### src/rtl/branch_resolve.sv
// branch_resolve: carries predictions to MEM, resolves them in EX, drives predictor training and fetch redirect
module branch_resolve #(
    parameter int CNT_WIDTH = 32
) (
    input  logic                 clk,
    input  logic                 resetn,
    input  logic                 i_stall,
    input  logic                 i_IF_valid,
    input  logic [31:0]          i_IF_pc,
    input  logic                 i_IF_pred_taken,
    input  logic [31:0]          i_IF_pred_next_pc,
    input  logic                 i_EX_is_branch,
    input  logic                 i_EX_is_jump,
    input  logic                 i_EX_cond_true,
    input  logic [31:0]          i_EX_target_pc,
    output logic [31:0]          o_MEM_branch_pc,
    output logic                 o_MEM_is_branch_instr,
    output logic                 o_MEM_is_take_branch,
    output logic                 o_redirect,
    output logic [31:0]          o_redirect_pc,
    output logic                 o_flush,
    output logic [CNT_WIDTH-1:0] o_branch_cnt,
    output logic [CNT_WIDTH-1:0] o_mispred_cnt
);
    logic        ifid_valid, ifid_pred_taken, idex_valid, idex_pred_taken;
    logic [31:0] ifid_pc, ifid_pred_next_pc, idex_pc, idex_pred_next_pc;
    logic        ex_valid, ex_fresh, ex_is_branch, ex_taken, ex_mispred;
    logic [31:0] ex_pc, ex_actual_next;
    logic        res_taken, res_mispred;
    logic [31:0] res_next;
    logic        unused_pred_taken;
    always_comb begin
        res_taken   = i_EX_is_jump | (i_EX_is_branch & i_EX_cond_true);
        res_next    = res_taken ? i_EX_target_pc : idex_pc + 32'd4;
        res_mispred = idex_valid & (res_next != idex_pred_next_pc);
    end
    // direction is implied by pred_next_pc; the bit travels along for visibility only
    assign unused_pred_taken = idex_pred_taken;
    always_ff @(posedge clk or negedge resetn) begin
        if (!resetn) begin
            ifid_valid        <= 1'b0;
            ifid_pc           <= '0;
            ifid_pred_taken   <= 1'b0;
            ifid_pred_next_pc <= '0;
            idex_valid        <= 1'b0;
            idex_pc           <= '0;
            idex_pred_taken   <= 1'b0;
            idex_pred_next_pc <= '0;
            ex_valid          <= 1'b0;
            ex_fresh          <= 1'b0;
            ex_is_branch      <= 1'b0;
            ex_taken          <= 1'b0;
            ex_mispred        <= 1'b0;
            ex_pc             <= '0;
            ex_actual_next    <= '0;
        end else if (o_redirect) begin
            ifid_valid <= 1'b0;
            idex_valid <= 1'b0;
            ex_valid   <= 1'b0;
            ex_fresh   <= 1'b0;
        end else if (!i_stall) begin
            ifid_valid        <= i_IF_valid;
            ifid_pc           <= i_IF_pc;
            ifid_pred_taken   <= i_IF_pred_taken;
            ifid_pred_next_pc <= i_IF_pred_next_pc;
            idex_valid        <= ifid_valid;
            idex_pc           <= ifid_pc;
            idex_pred_taken   <= ifid_pred_taken;
            idex_pred_next_pc <= ifid_pred_next_pc;
            ex_valid          <= idex_valid;
            ex_fresh          <= 1'b1;
            if (idex_valid) begin
                ex_is_branch   <= i_EX_is_branch;
                ex_taken       <= res_taken;
                ex_mispred     <= res_mispred;
                ex_pc          <= idex_pc;
                ex_actual_next <= res_next;
            end
        end else begin
            ex_fresh <= 1'b0;
        end
    end
    assign o_MEM_branch_pc       = ex_pc;
    assign o_MEM_is_branch_instr = ex_fresh & ex_valid & ex_is_branch;
    assign o_MEM_is_take_branch  = ex_taken;
    assign o_redirect            = ex_fresh & ex_valid & ex_mispred;
    assign o_redirect_pc         = ex_actual_next;
    assign o_flush               = o_redirect;
    always_ff @(posedge clk or negedge resetn) begin
        if (!resetn) begin
            o_branch_cnt  <= '0;
            o_mispred_cnt <= '0;
        end else begin
            if (o_MEM_is_branch_instr) o_branch_cnt <= o_branch_cnt + CNT_WIDTH'(1);
            if (o_redirect) o_mispred_cnt <= o_mispred_cnt + CNT_WIDTH'(1);
        end
    end
endmodule

### config.mk
export PLATFORM = sky130hd
export DESIGN_NAME = branch_resolve
export DESIGN_NICKNAME = d
export VERILOG_FILES = /design/src/rtl/branch_resolve.sv
export SDC_FILE = /design/constraint.sdc
export NUM_CORES = 1
export LEC_CHECK = 0
export CORE_MARGIN = 3
export CORE_UTILIZATION = 40
export DETAILED_ROUTE_END_ITERATION = 12
export MAX_ROUTING_LAYER = met4
export PLACE_DENSITY = 0.73
export RECOVER_POWER = 25
export SLEW_MARGIN = 30
export SYNTH_ARGS = -nofsm -noshare
export SYNTH_HDL_FRONTEND = slang
export SYNTH_SLANG_ARGS = --single-unit
### constraint.sdc
create_clock -name clk -period 5.7 [get_ports clk]
set_clock_uncertainty 0.15 [all_clocks]
set_input_delay 1.14 -clock clk [delete_from_list [all_inputs] [get_ports clk]]
set_output_delay 1.14 -clock clk [all_outputs]
set_load 0.01 [all_outputs]
==> flow_summary.yaml, run 1 <==
power_and_ir_drop:
  switching_power_w: 0.00216
  p_clk_share_pct: 26.0
  p_int_w: 0.00452
  leakage_nw: 6.55
  peakVddDrop_mv: 0.279
  power_switching_share_pct: 32.3
  p_comb_share_pct: 30.5
  powerDensity_nw_per_um2: 423
  p_seq_share_pct: 43.5
synth:
  async_flop_share_pct: 100
  synth_edf_count: 0
  synth_top_area_cell: "dfrtp_1"
  synth_fp_nets: 1148
  yosys.area.top_type_share_pct: 54.1
  yosys_warnings: 0
  syn_area_sq_um: 12200
  synthDistinctLibCells: 60
  ys_seq_area_share_pct: 54.1
  syn_area_per_cell_sq_um: 11.7
  synth_area_leaders: "dfrtp_1, mux2_2, xnor2_1"
  ys_seq_elements: 263
  synthFlopType: "dfrtp_1"
  synthesis.instances: 1041
drt:
  vias: 8943
  drt-total-wl_microns: 33600
  drtPass1Iterations: 5
  drc: 0
  postRouteAntennaNets: 0
  drt_iter0_markers: 559
  routedWlPerCell_microns: 20.1
  vias_per_cell: 5.35
timing:
  rsz0062_at_grt: "no"
  post-route-period-util_pct: 64.2
  finalHoldViolations: 0
  max_freq_mhz: 273
  finalSetupTns_ns: 0
  setup_viol: 0
  slew_headroom_pct: 29.3
  holdWs_ns: 0.320
  maxSlewViolCount: 0
  worst_pin_slew_ns: 1.05
  fin_crit_ns: 3.66
layout:
  multiInputGateArea_sq_um: 5320
  drive_above_1_share_pct: 17.1
  final_cell_mix: "dfrtp_1, clkdlybuf4s50_1, mux2_2, nand2_1, xnor2_1"
  fin_nets: 1369
  num-fill-cells: 2588
  areaGrowthSynthToFinish_pct: 29.8
  layout_commonest_cell: "dfrtp_1"
  seq_area_sq_um: 6580
floorplanning:
  dieArea_sq_um: 32500
  core_sq_um: 29800
  initial_core_util_pct: 40.8
  ioPinCount: 236
  fp.dieH_microns: 180
  rows: 63
  die_x_microns: 180
clocking:
  cts.sinks: 263
  cts_resized: 0
  clock_latency_ns: 0.54
  cts_hold_buf: 0
  cts_max_level: 1
  cts_setup_buffers: 0
  cts_tree: "built"
  cts.path.max_buffers: 3
  path_clk_slew_ns: 0.06
  cts_buffers: 29
  clockRootBuffer: "clkbuf_16"
grt:
  first_global_vias: 8986
  grt_pass1_wl_microns: 52700
  gr-total-overflow: 0
  grt.busiest_layer: "met2"
  antenna_found_initial: 5
  grtUsageMet3_pct: 4.08
  gr-usage-met2_pct: 32.7
  grt_max_degree: 124
  track_usage_pct: 21.0
  use_met1_pct: 27.8
worst_setup_path:
  rr_endpoint: "ex_mispred$_DFFE_PN0P_"
  timing.rr.start: "idex_pc[2]$_DFFE_PN0P_"
  endpoint_kind: "flip-flop"
  startpoint: "i_EX_is_branch"
  startpoint_type: "input port"
  cp_max_fo: 21
  worstPathArrival_ns: 3.93
  critPathKind: "input port to flip-flop"
  r2r_slack_ns: 2.10
  crit_required_ns: 5.97
  r2r_cells: 9
  worstSetupEndpoint: "ex_mispred$_DFFE_PN0P_"
placed_design:
  port_buffers: 234
  place_hpwl_microns: 25400
  gp_congestion: 0.902
hold_path:
  whs_path_depth: 1
  hold_path.class: "flip-flop to flip-flop"
outcome:
  status: "finished, final reports clean"
run:
  maxCapViolations: 0
## cells by family after synthesis
| family | count (synthesis) | synth area share, % |
|---|---|---|
| buffers and inverters | 67 | 2.27 |
| AO/OA/AOI/OAI | 132 | 6.77 |
| flip-flops | 263 | 54.1 |
| multiplexers | 165 | 15.2 |
| adder cells (fa/ha/maj) | 3 | 0.309 |
| XOR/XNOR | 123 | 8.98 |
| AND/OR/NAND/NOR | 288 | 12.3 |
## worst max-delay path: stages
cell             delay [ns]
clkdlybuf4s50_1        0.55
a21o_1                 0.68
buf_4                  0.31
a31oi_1                0.07
a311oi_1               0.33
nand4_1                0.18
nor4_1                 0.30
nand3_1                0.10
o31a_1                 0.26
## worst min path at each step
stage                                              from                       endpoint  slack [ns]
after floorplan                 ifid_pc[15]$_DFFE_PN0P_        idex_pc[15]$_DFFE_PN0P_        0.30
after global placement    o_mispred_cnt[31]$_DFFE_PN0P_  o_mispred_cnt[31]$_DFFE_PN0P_        0.31
after detailed placement   o_branch_cnt[31]$_DFFE_PN0P_   o_branch_cnt[31]$_DFFE_PN0P_        0.31
after CTS                 o_mispred_cnt[31]$_DFFE_PN0P_  o_mispred_cnt[31]$_DFFE_PN0P_        0.32
after global routing      o_mispred_cnt[31]$_DFFE_PN0P_  o_mispred_cnt[31]$_DFFE_PN0P_        0.34
final                     o_mispred_cnt[31]$_DFFE_PN0P_  o_mispred_cnt[31]$_DFFE_PN0P_        0.32
## layout make-up
class	instances	share of cell area, %
antenna	5	0.0793
clock buffer	39	5.28
clock inverter	8	0.317
inverter	15	0.357
multi-input combinational	711	33.7
sequential	263	41.7
tap	390	3.09
timing repair buffer	242	15.4
## stage by stage
step | total power (W) | setup WS, ns | instance area, sq um | util (%) | cells
floorplan | 0.00389 | 2.60 | 12200 | - | 1041
global placement | 0.00491 | 1.55 | 14900 | 49.9 | 1621
detailed placement | 0.00497 | 1.54 | 14900 | 49.9 | 1621
CTS | 0.00674 | 2.10 | 15800 | 52.9 | 1668
global route | 0.00704 | 1.90 | 15800 | 52.9 | 1673
finish | 0.00667 | 2.04 | 15800 | 52.9 | 1673
## cell usage after synthesis, types with 4 or more instances
| cell | n |
|---|---|
| nand3_1 | 38 |
| nor3_1 | 8 |
| inv_1 | 14 |
| mux2_2 | 156 |
| nand4_1 | 33 |
| dfrtp_1 | 263 |
| nor2b_1 | 6 |
| and4_1 | 9 |
| nand2b_1 | 5 |
| and2_1 | 6 |
| nand3b_1 | 5 |
| o21ai_0 | 51 |
| xnor2_1 | 75 |
| a32oi_1 | 4 |
| a21oi_1 | 25 |
| nand4b_1 | 4 |
| a31oi_1 | 4 |
| xor2_1 | 47 |
| nor4_1 | 8 |
| nor2_1 | 49 |
| buf_4 | 5 |
| buf_2 | 5 |
| mux2i_1 | 9 |
| buf_1 | 4 |
| a21o_1 | 10 |
| nand2_1 | 83 |
| a211oi_1 | 11 |
| and3_1 | 22 |
| clkbuf_1 | 38 |
## registers in the layout (all words and copies together), names as in the netlist
name and flops:
o_redirect_pc 32, idex_pc 32, o_branch_cnt 32, idex_valid 1
ifid_pred_next_pc 32, ifid_valid 1, ifid_pc 32, o_MEM_is_take_branch 1
ex_fresh 1, o_MEM_branch_pc 32, o_mispred_cnt 32, ex_is_branch 1
idex_pred_next_pc 32, ex_mispred 1, ex_valid 1
## power groups by stage
stage          Sequential (W)  Combinational [W]  Clock [W]
3_5_place_dp          0.00293            0.00203          0
4_1_cts               0.00291            0.00205    0.00179
2_1_floorplan         0.00282            0.00106          0
5_1_grt               0.00298            0.00219    0.00186
6_report              0.00290            0.00203    0.00174
3_3_place_gp          0.00291            0.00201          0
## routing by layer
layer	wire length, microns	vias to the layer above
met5	0	-
met4	1040	0
met3	2170	62
met2	15600	303
met1	14800	4440
li1	-	4138
(Power assumes the default switching activity.)
==> run 2, diff against run 1 <==
Clock period 5.7 ns to 3.4 ns, I/O delays scaled along.
==> flow_summary.yaml, run 2 (synthesis results as in run 1) <==
clocking:
  cts.sinks: 263
  cts_tree: "built"
  clock_latency_ns: 0.54
  clockRootBuffer: "clkbuf_16"
  cts_max_level: 1
  cts_buffers: 28
  cts_setup_buffers: 0
  path_clk_slew_ns: 0.06
  cts.path.max_buffers: 3
grt:
  grt_pass1_wl_microns: 53900
  gr-total-overflow: 0
  antenna_found_initial: 5
  first_global_vias: 9343
  track_usage_pct: 21.5
  grt_max_degree: 102
layout:
  layout_commonest_cell: "dfrtp_1"
  fin_nets: 1425
  final_cell_mix: "dfrtp_1, clkdlybuf4s50_1, mux2_2, nand2_1, xnor2_1"
  areaGrowthSynthToFinish_pct: 34.6
  instances_no_fill: 1735
  drive_above_1_share_pct: 20.2
  final_core_util_pct: 54.9
floorplanning:
  initial_core_util_pct: 40.8
  die_x_microns: 180
  fp.dieH_microns: 180
  core_sq_um: 29800
  rows: 63
  dieArea_sq_um: 32500
  ioPinCount: 236
drt:
  drtPass1Iterations: 5
  routedWlPerCell_microns: 20.1
  vias: 9188
  postRouteAntennaNets: 0
  drt_iter0_markers: 657
  drc: 0
  vias_per_cell: 5.30
  drt-total-wl_microns: 34900
worst_setup_path:
  r2r_slack_ns: 0.14
  endpoint_kind: "flip-flop"
  crit_required_ns: 3.67
  max_stage_delay_ns: 0.53
  startpoint_type: "flip-flop"
  crit_buf_inv: 0
  worst_path_max_delay_cell: "or4_1"
  worstPathArrival_ns: 3.53
  critPathKind: "flip-flop to flip-flop"
  crit_family: "simple AND/OR/NAND/NOR gates"
  cp_cell_sequence: "ha_1 -> and3_1 -> xnor2_1 -> a22o_1 -> nor3_1 -> o211ai_1 -> or4_1 -> o41a_1 -> o31a_1"
  cp_max_fo: 5
power_and_ir_drop:
  leakage_nw: 6.91
  peakVddDrop_mv: 0.454
  powerDensity_nw_per_um2: 718
placed_design:
  gp_congestion: 0.971
  placedCellCount: 1677
  place_ws_ns: 0.0776
  place_hpwl_microns: 26800
  port_buffers: 234
run:
  maxCapViolations: 2
timing:
  setup_slack_ns: 0.141
  post-route-period-util_pct: 95.9
  finalHoldViolations: 0
  max_freq_mhz: 307
  rsz0062_at_grt: "no"
  slew_headroom_pct: -36.9
  worst_pin_slew_ns: 2.05
  maxSlewViolCount: 84
  finalSetupTns_ns: 0
  fin_crit_ns: 3.26
  setup_viol: 0
outcome:
  status: "finished with violations"
  violations: "max-capacitance violations, max-slew violations"
hold_path:
  hold_path.class: "flip-flop to flip-flop"
[run 2: through the flow]
stage               power, W  hold slack, ns  area (sq um)
floorplan            0.00651           0.234         12200
global placement     0.00846           0.310         15400
detailed placement   0.00856           0.313         15400
CTS                   0.0118           0.325         16400
global route          0.0123           0.341         16400
finish                0.0117           0.319         16400
[run 2: cell type report]
cell class                 count  area [sq um]
inverter                      15          56.3
clock buffer                  44           852
multi-input combinational    711          5320
antenna                        5          12.5
clock inverter                 8           140
fill                        2565         13400
timing repair buffer         299          2910
tap                          390           488
sequential                   263          6580
[run 2: metal layers]
metal / global-route usage, % / up-vias / part of all wire, %
met4: 7.98 / 0 / 4.3
met3: 3.49 / 83 / 6.7
met1: 28.5 / 4487 / 43
met5: - / - / 0
met2: 33.5 / 352 / 46
li1: - / 4266 / -
[run 2: power by group]
part	internal, W	switching [W]	leakage [nW]
combinational	0.00207	0.00172	3.18
clock	0.00201	0.00121	0.489
sequential	0.00398	0.000744	3.24
[run 2: final timing paths]
check / start / endpoint / depth (start not counted)
setup / recovery: idex_pc[2]$_DFFE_PN0P_ / ex_mispred$_DFFE_PN0P_ / 9
hold / removal: o_branch_cnt[31]$_DFFE_PN0P_ / o_branch_cnt[31]$_DFFE_PN0P_ / 1
setup reg to reg: idex_pc[2]$_DFFE_PN0P_ / ex_mispred$_DFFE_PN0P_ / 9
hold reg to reg: o_branch_cnt[31]$_DFFE_PN0P_ / o_branch_cnt[31]$_DFFE_PN0P_ / 1
max in group asynchronous: resetn / o_mispred_cnt[28]$_DFFE_PN0P_ / 3
min in group asynchronous: resetn / o_redirect_pc[9]$_DFFE_PN0P_ / 2
[run 2: what timing repair did]
action,in CTS,in global routing
resized for setup,0,1
hold endpoints to repair,5,0
setup endpoints to repair,0,1
hold buffers,1,0
[run 2: worst reg2reg max path, delay by kind of cell (launching register included)]
family / cells / cell delay, ns
AO/OA/AOI/OAI: 4 / 1.08
AND/OR/NAND/NOR: 3 / 1.07
flip-flops: 1 / 0.42
adder cells (fa/ha/maj): 1 / 0.26
XOR/XNOR: 1 / 0.16
